File: config.mk
export PLATFORM = sky130hd
export DESIGN_NAME = multi_cycle_control_unit
export DESIGN_NICKNAME = d
export VERILOG_FILES = /design/src/rtl/multi_cycle_control_unit_pkg.sv /design/src/rtl/multi_cycle_control_unit_mem_wait_counter.sv /design/src/rtl/multi_cycle_control_unit.sv
export SDC_FILE = /design/constraint.sdc
export NUM_CORES = 1
export LEC_CHECK = 0
export CORE_AREA = 2 2 39 41
export DETAILED_ROUTE_END_ITERATION = 7
export DIE_AREA = 0 0 41 43
export DONT_BUFFER_PORTS = 1
export HOLD_SLACK_MARGIN = 0.06
export SLEW_MARGIN = 25
export SYNTH_ARGS = -nofsm -noshare
export SYNTH_HDL_FRONTEND = slang
export SYNTH_SLANG_ARGS = --single-unit
File: constraint.sdc
create_clock -name clk -period 3.6 [get_ports clk]
set_input_delay 0.36 -clock clk [delete_from_list [all_inputs] [get_ports clk]]
set_output_delay 0.36 -clock clk [all_outputs]
set_load 0.01 [all_outputs]
File: src/rtl/multi_cycle_control_unit_pkg.sv
// rtl/multi_cycle_control_unit_pkg.sv - opcodes, FSM states and datapath select encodings
package multi_cycle_control_unit_pkg;

    localparam logic [6:0] OP_ARITHMETIC     = 7'b0110011;
    localparam logic [6:0] OP_ARITHMETIC_IMM = 7'b0010011;
    localparam logic [6:0] OP_LOAD           = 7'b0000011;
    localparam logic [6:0] OP_STORE          = 7'b0100011;
    localparam logic [6:0] OP_BRANCH         = 7'b1100011;
    localparam logic [6:0] OP_JAL            = 7'b1101111;
    localparam logic [6:0] OP_JALR           = 7'b1100111;
    localparam logic [6:0] OP_ECALL          = 7'b1110011;

    typedef enum logic [2:0] {
        S_IF   = 3'd0,
        S_ID   = 3'd1,
        S_EX   = 3'd2,
        S_MEM  = 3'd3,
        S_WB   = 3'd4,
        S_HALT = 3'd5
    } state_e;

    localparam logic [1:0] ALU_ADD    = 2'd0;
    localparam logic [1:0] ALU_FUNCT  = 2'd1;
    localparam logic [1:0] ALU_BRANCH = 2'd2;

    localparam logic [1:0] PCS_PC4    = 2'd0;
    localparam logic [1:0] PCS_ALUOUT = 2'd1;
    localparam logic [1:0] PCS_ALU    = 2'd2;

    localparam logic [1:0] SRCB_RS2   = 2'd0;
    localparam logic [1:0] SRCB_IMM   = 2'd1;
    localparam logic [1:0] SRCB_FOUR  = 2'd2;

endpackage

File: src/rtl/multi_cycle_control_unit_mem_wait_counter.sv
// rtl/multi_cycle_control_unit_mem_wait_counter.sv - memory access wait counter shared by IF and MEM
module mem_wait_counter #(
    parameter int MEM_LATENCY = 1,
    parameter int CNT_W       = $clog2(MEM_LATENCY + 1)
) (
    input  logic clk,
    input  logic reset,
    input  logic en,
    input  logic clear,
    output logic last
);

    logic [CNT_W-1:0] cnt_q;
    logic [CNT_W-1:0] cnt_d;

    // clear wins so the exit cycle of an access always leaves the counter at 0
    always_comb begin
        cnt_d = cnt_q;
        if (clear) begin
            cnt_d = '0;
        end else if (en) begin
            cnt_d = cnt_q + CNT_W'(1);
        end
    end

    always_ff @(posedge clk or posedge reset) begin
        if (reset) begin
            cnt_q <= '0;
        end else begin
            cnt_q <= cnt_d;
        end
    end

    assign last = (cnt_q == CNT_W'(MEM_LATENCY - 1));

endmodule

File: src/rtl/multi_cycle_control_unit.sv
// rtl/multi_cycle_control_unit.sv - multi-cycle RV32I control FSM (IF/ID/EX/MEM/WB/HALT)
module multi_cycle_control_unit
    import multi_cycle_control_unit_pkg::*;
#(
    parameter int MEM_LATENCY = 1,
    parameter int CNT_W       = $clog2(MEM_LATENCY + 1)
) (
    input  logic       clk,
    input  logic       reset,
    input  logic [6:0] opcode,
    input  logic       bcond,
    input  logic       halt_cond,
    output logic       pc_write,
    output logic       i_or_d,
    output logic       mem_read,
    output logic       mem_write,
    output logic       ir_write,
    output logic       mem_to_reg,
    output logic       reg_write,
    output logic       pc_to_reg,
    output logic       alu_src_a,
    output logic [1:0] alu_src_b,
    output logic [1:0] alu_op,
    output logic [1:0] pc_source,
    output logic       is_ecall,
    output logic       is_halted
);

    state_e state_q;
    state_e state_d;
    logic   cnt_en;
    logic   cnt_clr;
    logic   cnt_last;

    mem_wait_counter #(
        .MEM_LATENCY(MEM_LATENCY),
        .CNT_W      (CNT_W)
    ) u_wait (
        .clk  (clk),
        .reset(reset),
        .en   (cnt_en),
        .clear(cnt_clr),
        .last (cnt_last)
    );

    always_ff @(posedge clk or posedge reset) begin
        if (reset) begin
            state_q <= S_IF;
        end else begin
            state_q <= state_d;
        end
    end

    always_comb begin
        state_d    = state_q;
        cnt_en     = 1'b0;
        cnt_clr    = 1'b0;
        pc_write   = 1'b0;
        i_or_d     = 1'b0;
        mem_read   = 1'b0;
        mem_write  = 1'b0;
        ir_write   = 1'b0;
        mem_to_reg = 1'b0;
        reg_write  = 1'b0;
        pc_to_reg  = 1'b0;
        alu_src_a  = 1'b0;
        alu_src_b  = SRCB_RS2;
        alu_op     = ALU_ADD;
        pc_source  = PCS_PC4;
        is_ecall   = 1'b0;
        is_halted  = 1'b0;

        case (state_q)
            S_IF: begin
                mem_read = 1'b1;
                cnt_en   = 1'b1;
                if (cnt_last) begin
                    ir_write = 1'b1;
                    cnt_clr  = 1'b1;
                    state_d  = S_ID;
                end
            end

            S_ID: begin
                // branch/JAL target PC+imm is parked in ALUOut for EX
                alu_src_b = SRCB_IMM;
                is_ecall  = (opcode == OP_ECALL);
                state_d   = S_EX;
            end

            S_EX: begin
                case (opcode)
                    OP_ARITHMETIC: begin
                        alu_src_a = 1'b1;
                        alu_op    = ALU_FUNCT;
                        state_d   = S_WB;
                    end
                    OP_ARITHMETIC_IMM: begin
                        alu_src_a = 1'b1;
                        alu_src_b = SRCB_IMM;
                        alu_op    = ALU_FUNCT;
                        state_d   = S_WB;
                    end
                    OP_LOAD, OP_STORE: begin
                        alu_src_a = 1'b1;
                        alu_src_b = SRCB_IMM;
                        state_d   = S_MEM;
                    end
                    OP_BRANCH: begin
                        alu_src_a = 1'b1;
                        alu_op    = ALU_BRANCH;
                        pc_write  = 1'b1;
                        pc_source = bcond ? PCS_ALUOUT : PCS_PC4;
                        state_d   = S_IF;
                    end
                    OP_JAL: begin
                        reg_write = 1'b1;
                        pc_to_reg = 1'b1;
                        pc_write  = 1'b1;
                        pc_source = PCS_ALUOUT;
                        state_d   = S_IF;
                    end
                    OP_JALR: begin
                        alu_src_a = 1'b1;
                        alu_src_b = SRCB_IMM;
                        reg_write = 1'b1;
                        pc_to_reg = 1'b1;
                        pc_write  = 1'b1;
                        pc_source = PCS_ALU;
                        state_d   = S_IF;
                    end
                    OP_ECALL: begin
                        is_ecall = 1'b1;
                        if (halt_cond) begin
                            state_d = S_HALT;
                        end else begin
                            pc_write = 1'b1;
                            state_d  = S_IF;
                        end
                    end
                    default: begin
                        pc_write = 1'b1;
                        state_d  = S_IF;
                    end
                endcase
            end

            S_MEM: begin
                i_or_d    = 1'b1;
                mem_read  = (opcode == OP_LOAD);
                mem_write = (opcode == OP_STORE);
                cnt_en    = 1'b1;
                if (cnt_last) begin
                    cnt_clr = 1'b1;
                    if (opcode == OP_LOAD) begin
                        state_d = S_WB;
                    end else begin
                        pc_write = 1'b1;
                        state_d  = S_IF;
                    end
                end
            end

            S_WB: begin
                reg_write  = 1'b1;
                pc_write   = 1'b1;
                mem_to_reg = (opcode == OP_LOAD);
                state_d    = S_IF;
            end

            S_HALT: begin
                is_halted = 1'b1;
            end

            default: begin
                state_d = S_IF;
            end
        endcase
    end

endmodule

* After elaboration in Yosys (flattened, before gate mapping)
Index checks and enable logic that the tools add are counted.
Word-level totals: RAM bits 0, bits of input ports 11, memories 0, logic and storage cells 65, latch bits 0, register bits after elaboration 4, memory bits (read-only) 0
Cells by class: shift-type cells 0, bitwise operators 1, divide/modulo/power cells 0, equal/unequal tests 15, $add $sub $neg 1, magnitude comparators 0, multipliers 0, muxes and demuxes 36, reduce and logical (&&, ||, !) cells 10
Operators with widths (count):
- $eq 7x7->1 const B | 4
- $mux 1 | 20
- $pmux 3 s5 | 1
- $eq 7x6->1 const B | 2
- $mux 3 | 4
- $pmux 1 s2 | 5
- $pmux 3 s3 | 1
- $reduce_or 2->1 | 4
- $reduce_or 4->1 | 2
- $eq 7x2->1 const B | 1
- $eq 7x5->1 const B | 1
- $eq 3x2->1 const B | 2
- $eq 3x3->1 const B | 2
- $pmux 2 s3 | 1
- $reduce_or 6->1 | 1
- $mux 2 | 2
- $ne 2x2->1 const B | 2
- $pmux 2 s2 | 1
- $eq 3x1->1 const B | 1
- $logic_not 3->1 | 1
- $pmux 1 s3 | 1
- $reduce_and 3->1 | 1
- $reduce_bool 2->1 | 1
- $add 1x1->1 const B | 1
- $not 1->1 | 1

* Longest topological paths before layout
Gate-level depths: netlist of the first run.
word-level depth 5, depth in mapped cells 5, depth with buffers taken out 5

* By module
Synthesis of the first run repeated with hierarchy kept, for this count alone.
Unflattened totals: cell total of the unflattened synthesis 72, area total of the unflattened synthesis 553.0 um^2
By module, submodules not included:
- multi_cycle_control_unit | area an instance 508.0 um^2, cells each 67, instances 1
- mem_wait_counter | area an instance 45.0 um^2, cells each 5, instances 1

* Worst setup path after synthesis of the first run
No wires, ideal clock.
path kind input -> output, start point in opcode[6], end point out alu_src_a, stages 5, path buffers 1, data required time 3240 ps, arrival 1270 ps, slack 1970 ps, cell sequence buf_2 -> and3b_1 -> nand3_2 -> nor2_1 -> or3_1
On the way: cells in the longest elaborated chain, start to end 4, elaborated cells on any way between the ends 9
Ends and longest elaborated chain:
- from (decl) | RTL line multi_cycle_control_unit.sv:10 | input logic [6:0] opcode,
- $eq 7x2->1, or another cell as far along | RTL line multi_cycle_control_unit.sv:92 | case (opcode)
- $reduce_or 6->1 (no source line) (*)
- $mux 1 (*) | RTL line multi_cycle_control_unit.sv:92
- $mux 1 (*) | RTL line multi_cycle_control_unit.sv:73 | case (state_q)
- to (decl) | RTL line multi_cycle_control_unit.sv:21 | output logic alu_src_a,
Mark *: on every way between the ends. The rest lies on a longest branch, timed or not.

* Worst setup path in the final report of the first run
start point reg state_q[2], end point out pc_source[0]
On the way: cells in the longest elaborated chain, start to end 2
Ends and longest elaborated chain:
- from (decl) | RTL line multi_cycle_control_unit.sv:29 | state_e state_q;
- from (signal assigned) | RTL line multi_cycle_control_unit.sv:50 | state_q <= state_d;
- $eq 3x2->1 | RTL line multi_cycle_control_unit.sv:73
- $mux 2 | RTL line multi_cycle_control_unit.sv:73
- to (decl) | RTL line multi_cycle_control_unit.sv:24 | output logic [1:0] pc_source,
Every way passes these cells.

==> flow_summary_export.csv, run 1 <==
group,metric,value,unit
sta,tightest_slew,0.631,ns
status,status,"complete, no violations",
clock_network,clk_path_buf_depth,2,
global_route,grt_max_degree,12,
clock_network,cts.repair.resized,0,
global_route,grt_remaining_overflow,0,
setup_path,required,3.24,ns
placement,place_ws,1.79,ns
global_route,track_usage,0.151,
layout,instances_no_fill,81,
global_route,first_global_vias,429,
synthesis,avgSynthCellArea,7.49,µm²
sta,rsz0062_at_grt,"no",
sta,setup_tns,0,ns
synthesis,ys_ff_latch,4,
route,firstDrtPassIters,3,
synthesis,synth_top_cell_area_share,0.200,
placement,dp_hpwl,862,µm
route,drcViolationCount,0,
sta,report.final.slew_viol_count,0,
sta,worst_slack,1.57,ns
synthesis,mappedNetlistArea,502,µm²
clock_network,worst_skew_pair.late_latency,0.24,ns
clock_network,cts-root-buf,"clkbuf_4",
synthesis,synth_flop_cell,"dfrtp_1",
clock_network,cts_buffers,3,
layout,area_delta_synth_final,3.49,%
synthesis,synth_area_leaders,"dfrtp_1, o311ai_2, nand3_1",
placement,gp_congestion,0.689,
clock_network,post_cts_buffers,0,
floorplanning,die_w,41,µm
layout,drive_gt1_frac,0.200,
sta,slew_headroom,0.576,
setup_path,arrival,1.67,ns
placement,dp.cells,77,
floorplanning,rows,14,
floorplanning,start_util,0.363,
floorplanning,dieArea,0.00176,mm²
clock_network,ctsHtreeMaxLevel,1,
placement,portBuffers,0,
power,power.density,527,mW/mm²
clock_network,cts_tree,"done",
synthesis,synth_edf_count,0,
placement,post_dp_cell_area,487,µm²
power,vdd_drop_max,0.277,mV
layout,stdcell_area,519,µm²
global_route,grt_pass1_wl,1760,µm
setup_path,crit_type,"reg2out",
floorplanning,coreArea,0.00138,mm²
sta,fmax,493,MHz
route,wl,1100,µm
flow_run,drv_cap,0,
clock_network,clkTransAtPathRegs,0.04,ns
route,antenna_left,0,
power,power.leakage,0.228,nW
synthesis,ys_types,32,
route,vias,468,
layout,nFillCells,153,
synthesis,syn-num-nets,78,
setup_path,crit_path_max_fanout,11,
synthesis,seq_area_frac_synth,0.200,
setup_path,start_kind,"register",
worst_hold_path,worst_hold_path_type,"in2reg",
global_route,antenna_found_initial,0,
synthesis,synth_top_cell_by_area,"dfrtp_1",
clock_network,holdBufCountCts,1,
sta,finalHoldViolations,0,
synthesis,async_flop_share,1.00,
synthesis,postSynthCellCount,67,
floorplanning,pin_count,28,
synthesis,synthTopCellsByCount,"nand2_1, nand3_1, nor2_1, inv_1",
setup_path,endpoint_kind,"output pin",
sta,finalSetupViolations,0,
layout,n_antenna_cell,0,
sta,finalCriticalPeriod,2.03,ns
clock_network,clock-sinks,4,
sta,timing.final.crit_share,0.564,
sta,skew,0.000566,ns
floorplanning,die_h,43,µm
layout,nets,78,
route,drt_iter0_markers,7,
route,via_per_inst,5.78,
synthesis,yosysWarnings,0,
route,wire_per_inst,13.6,µm
cell usage in the layout (no fill, tap or decap), drive strengths merged:
| cell type | n |
|---|---|
| dlygate4sd3 | 1 |
| inv | 7 |
| a31oi | 1 |
| or3 | 2 |
| o311ai | 2 |
| nand3 | 7 |
| conb | 1 |
| nor3b | 2 |
| clkbuf | 3 |
| a21oi | 3 |
| dfrtp | 4 |
| xor2 | 1 |
| and3 | 2 |
| and2 | 1 |
| nand4bb | 1 |
| o31ai | 1 |
| nand2b | 1 |
| nor2 | 6 |
| o21a | 1 |
| o21ai | 3 |
| a22o | 1 |
| nor3 | 1 |
| o22ai | 1 |
| nand2 | 6 |
| a22oi | 2 |
| nor4 | 3 |
| and3b | 1 |
cells by family (layout without fill, tap and decap cells):
logic type | count (synthesis) | after routing | share of synthesized area
AOI/OAI and AO/OA | 15 | 15 | 0.227
DFF | 4 | 4 | 0.200
buffers and inverters | 13 | 11 | 0.122
other | 1 | 1 | 0.00747
and+or+nand+nor | 33 | 33 | 0.426
xor gates and xnor gates | 1 | 1 | 0.0175
critical path, cell delays in order, from the launching register on:
cell	delay [ns]
dfrtp_1	0.51
nor3b_4	0.34
nand2_1	0.08
nor2_1	0.27
a22o_1	0.24
through the flow:
step           utilization  hold slack [ns]  power [mW]
6_report             0.375            0.286       0.274
5_1_grt              0.375            0.289       0.295
4_1_cts              0.375            0.286       0.278
3_5_place_dp         0.352            0.139       0.217
3_3_place_gp         0.352            0.138       0.215
2_1_floorplan            -            0.126       0.202
registers in the layout, summed over array words and instances (netlist names):
register,cells
state_q,3
u_wait.cnt_q,1
routing by layer:
metal	global-route usage	part of all wire	vias up
met2	0.200	0.40	27
met1	0.195	0.46	204
met3	0.0733	0.11	5
met4	0.0800	0.030	0
li1	-	-	232
met5	0	0	-
path summary, 6_finish.rpt:
kind / from / cells after the start / end / slack (ns)
max: state_q[2]$_DFFE_PP0P_ / 4 / pc_source[0] / 1.57
min: opcode[4] / 2 / state_q[2]$_DFFE_PP0P_ / 0.29
max reg2reg: state_q[2]$_DFFE_PP0P_ / 3 / state_q[0]$_DFFE_PP0P_ / 2.19
min reg2reg: u_wait.cnt_q$_DFFE_PP0P_ / 1 / u_wait.cnt_q$_DFFE_PP0P_ / 0.62
max in group asynchronous: reset / 2 / state_q[1]$_DFFE_PP0P_ / 3.02
min in group asynchronous: reset / 2 / state_q[0]$_DFFE_PP0P_ / 0.44
cell type report:
| class | count | area [µm²] | share of cell area |
|---|---|---|---|
| Timing Repair Buffer | 1 | 10.0 | 0.0193 |
| Tap cell | 16 | 20.0 | 0.0386 |
| Inverter | 7 | 26.3 | 0.0506 |
| Clock buffer | 3 | 22.5 | 0.0434 |
| Multi-Input combinational cell | 50 | 340 | 0.655 |
| Sequential cell | 4 | 100 | 0.193 |
power breakdown:
group          switching, mW  internal, mW
Sequential            0.0298        0.0559
Combinational         0.0779        0.0526
Clock                 0.0199        0.0374
Note: power is estimated with default switching activity, not from simulation.
==> run 2: changes to the inputs <==
Clock period 3.6 ns to 1.7 ns, I/O delays scaled along.
==> run 2 against run 1 <==
Clock power up 110%. Global-route usage grew 1.1 points. Via count increased by 15%. Count of clock-buffer cells in the layout stayed put. Core utilization is 7.7 points higher. Routed wire length up 27%. Critical path depth did not move.
==> flow_summary_export.csv, run 2 (synthesis gave the netlist of run 1 again) <==
group,metric,value,unit
clock_network,cts_tree,"done",
worst_hold_path,hp-start,"opcode[4]",
sta,report.final.slew_viol_count,0,
clock_network,cts-root-buf,"clkbuf_4",
flow_run,drv_cap,0,
layout,regMostFlops,"state_q",
layout,nFillCells,145,
worst_hold_path,hold_depth,2,
floorplanning,die_h,43,µm
sta,finalHoldViolations,0,
clock_network,ctsHtreeMaxLevel,1,
layout,drive_gt1_frac,0.419,
sta,skew,0.00244,ns
placement,post_dp_cell_area,532,µm²
setup_path,endpoint_kind,"output pin",
floorplanning,pin_count,28,
setup_path,reg2regPathDepth,3,
sta,timing.final.crit_share,0.970,
placement,dp_hpwl,987,µm
setup_path,r2r-start,"state_q[1]$_DFFE_PP0P_",
setup_path,required,1.53,ns
global_route,first_global_vias,467,
clock_network,clock-sinks,4,
power,power.leakage,0.278,nW
power,vdd_drop_max,0.623,mV
setup_path,crit_start,"state_q[1]$_DFFE_PP0P_",
route,firstDrtPassIters,4,
layout,largest_reg_flops,3,
route,drcViolationCount,0,
route,antenna_left,0,
layout,nets,87,
clock_network,worst_skew_pair.late_latency,0.24,ns
route,wire_per_inst,15.5,µm
sta,finalCriticalPeriod,1.65,ns
layout,final_util,0.452,
clock_network,cts_buffers,3,
power,power.total,0.689,mW
sta,rsz0062_at_grt,"yes",
layout,n_antenna_cell,0,
floorplanning,die_w,41,µm
layout,regArea,104,µm²
setup_path,start_kind,"register",
status,status,"complete, no violations",
global_route,grt_max_degree,12,
route,wl,1400,µm
layout,area_delta_synth_final,24.7,%
floorplanning,dieArea,0.00176,mm²
layout,instances_no_fill,90,
route,via_per_inst,6.00,
global_route,grt_remaining_overflow,0,
layout,stdcell_area,626,µm²
global_route,antenna_found_initial,0,
layout,top_regs,"state_q (3), u_wait.cnt_q (1)",
layout,final_common_cell,"buf_4",
floorplanning,start_util,0.363,
floorplanning,rows,14,
layout,multiInputGateArea,375,µm²
route,vias,540,
clock_network,clkTransAtPathRegs,0.04,ns
setup_path,arrival,1.48,ns
placement,dp.cells,83,
sta,fmax,606,MHz
setup_path,crit_type,"reg2out",
route,drt_iter0_markers,11,
sta,holdWs,0.120,ns
floorplanning,coreArea,0.00138,mm²
layout,final_cell_mix,"buf_4, nand3_1, nand2_1",
clock_network,clk_path_buf_depth,2,
setup_path,crit_path_max_fanout,7,
power,power.density,1100,mW/mm²
placement,portBuffers,0,
global_route,track_usage,0.162,
placement,gp_congestion,0.762,
sta,finalSetupViolations,0,
worst_hold_path,worst_hold_path_type,"in2reg",
global_route,grt_pass1_wl,1960,µm
run 2: cell count changes in the layout (fill, tap and decap cells not counted), moves of 2 or more:
cell | before | now
dfrtp_2 | 0 | 3
buf_4 | 0 | 9
dfrtp_1 | 4 | 1
nor2_2 | 0 | 2
nor2_1 | 6 | 4
run 2: final timing paths:
check	end	slack, ns
worst min register to register	state_q[0]$_DFFE_PP0P_	0.57
min in group asynchronous	u_wait.cnt_q$_DFFE_PP0P_	0.25
worst min-delay path	state_q[2]$_DFFE_PP0P_	0.12
max in group asynchronous	state_q[1]$_DFFE_PP0P_	1.28
worst max register to register	state_q[2]$_DFFE_PP0P_	0.39
worst max-delay path	mem_write	0.05
run 2: timing repair:
item / CTS / global route
buffers inserted: 1 / 2
setup endpoints to repair: 6 / 6
hold buffers: 1 / 0
pin swaps: 1 / 3
endpoints found under the hold margin: 4 / 0
resized for setup: 5 / 7
run 2: layer usage:
| metal | track usage | share of wire | vias to the layer above |
|---|---|---|---|
| met5 | 0 | 0 | - |
| met4 | 0.100 | 0.021 | 0 |
| met3 | 0.0209 | 0.11 | 4 |
| met2 | 0.241 | 0.44 | 36 |
| met1 | 0.211 | 0.42 | 250 |
| li1 | - | - | 250 |
run 2: final cells by class:
type                       count  share of cell area
clock buffer                   3              0.0360
inverter                       7              0.0420
multi-input combinational     50               0.600
sequential                     4               0.166
tap                           16              0.0320
timing repair buffer          10               0.124
run 2: through the flow:
step / worst slack, ns / TNS (ns)
final: 0.0507 / 0
after global routing: -0.0193 / -0.0314
after CTS: 0.00879 / 0
after detailed placement: 0.141 / 0
after global placement: 0.163 / 0
after floorplan: 0.289 / 0
run 2: worst max-delay path: stages (launching register included):
cell	delay [ns]
dfrtp_2	0.43
inv_2	0.09
or3_4	0.43
inv_2	0.09
and3_1	0.21
run 2: power by group:
group	total, mW	switching, mW	internal, mW	leakage [nW]
Sequential	0.181	0.0570	0.124	0.0486
Combinational	0.388	0.208	0.179	0.215
Clock	0.121	0.0416	0.0791	0.0138
==> run 3: changes to the inputs <==
Settings changed: SLEW_MARGIN 25 to not set.
==> results of run 3 <==
The final DEF is identical to that of run 2; final timing and power are the same.
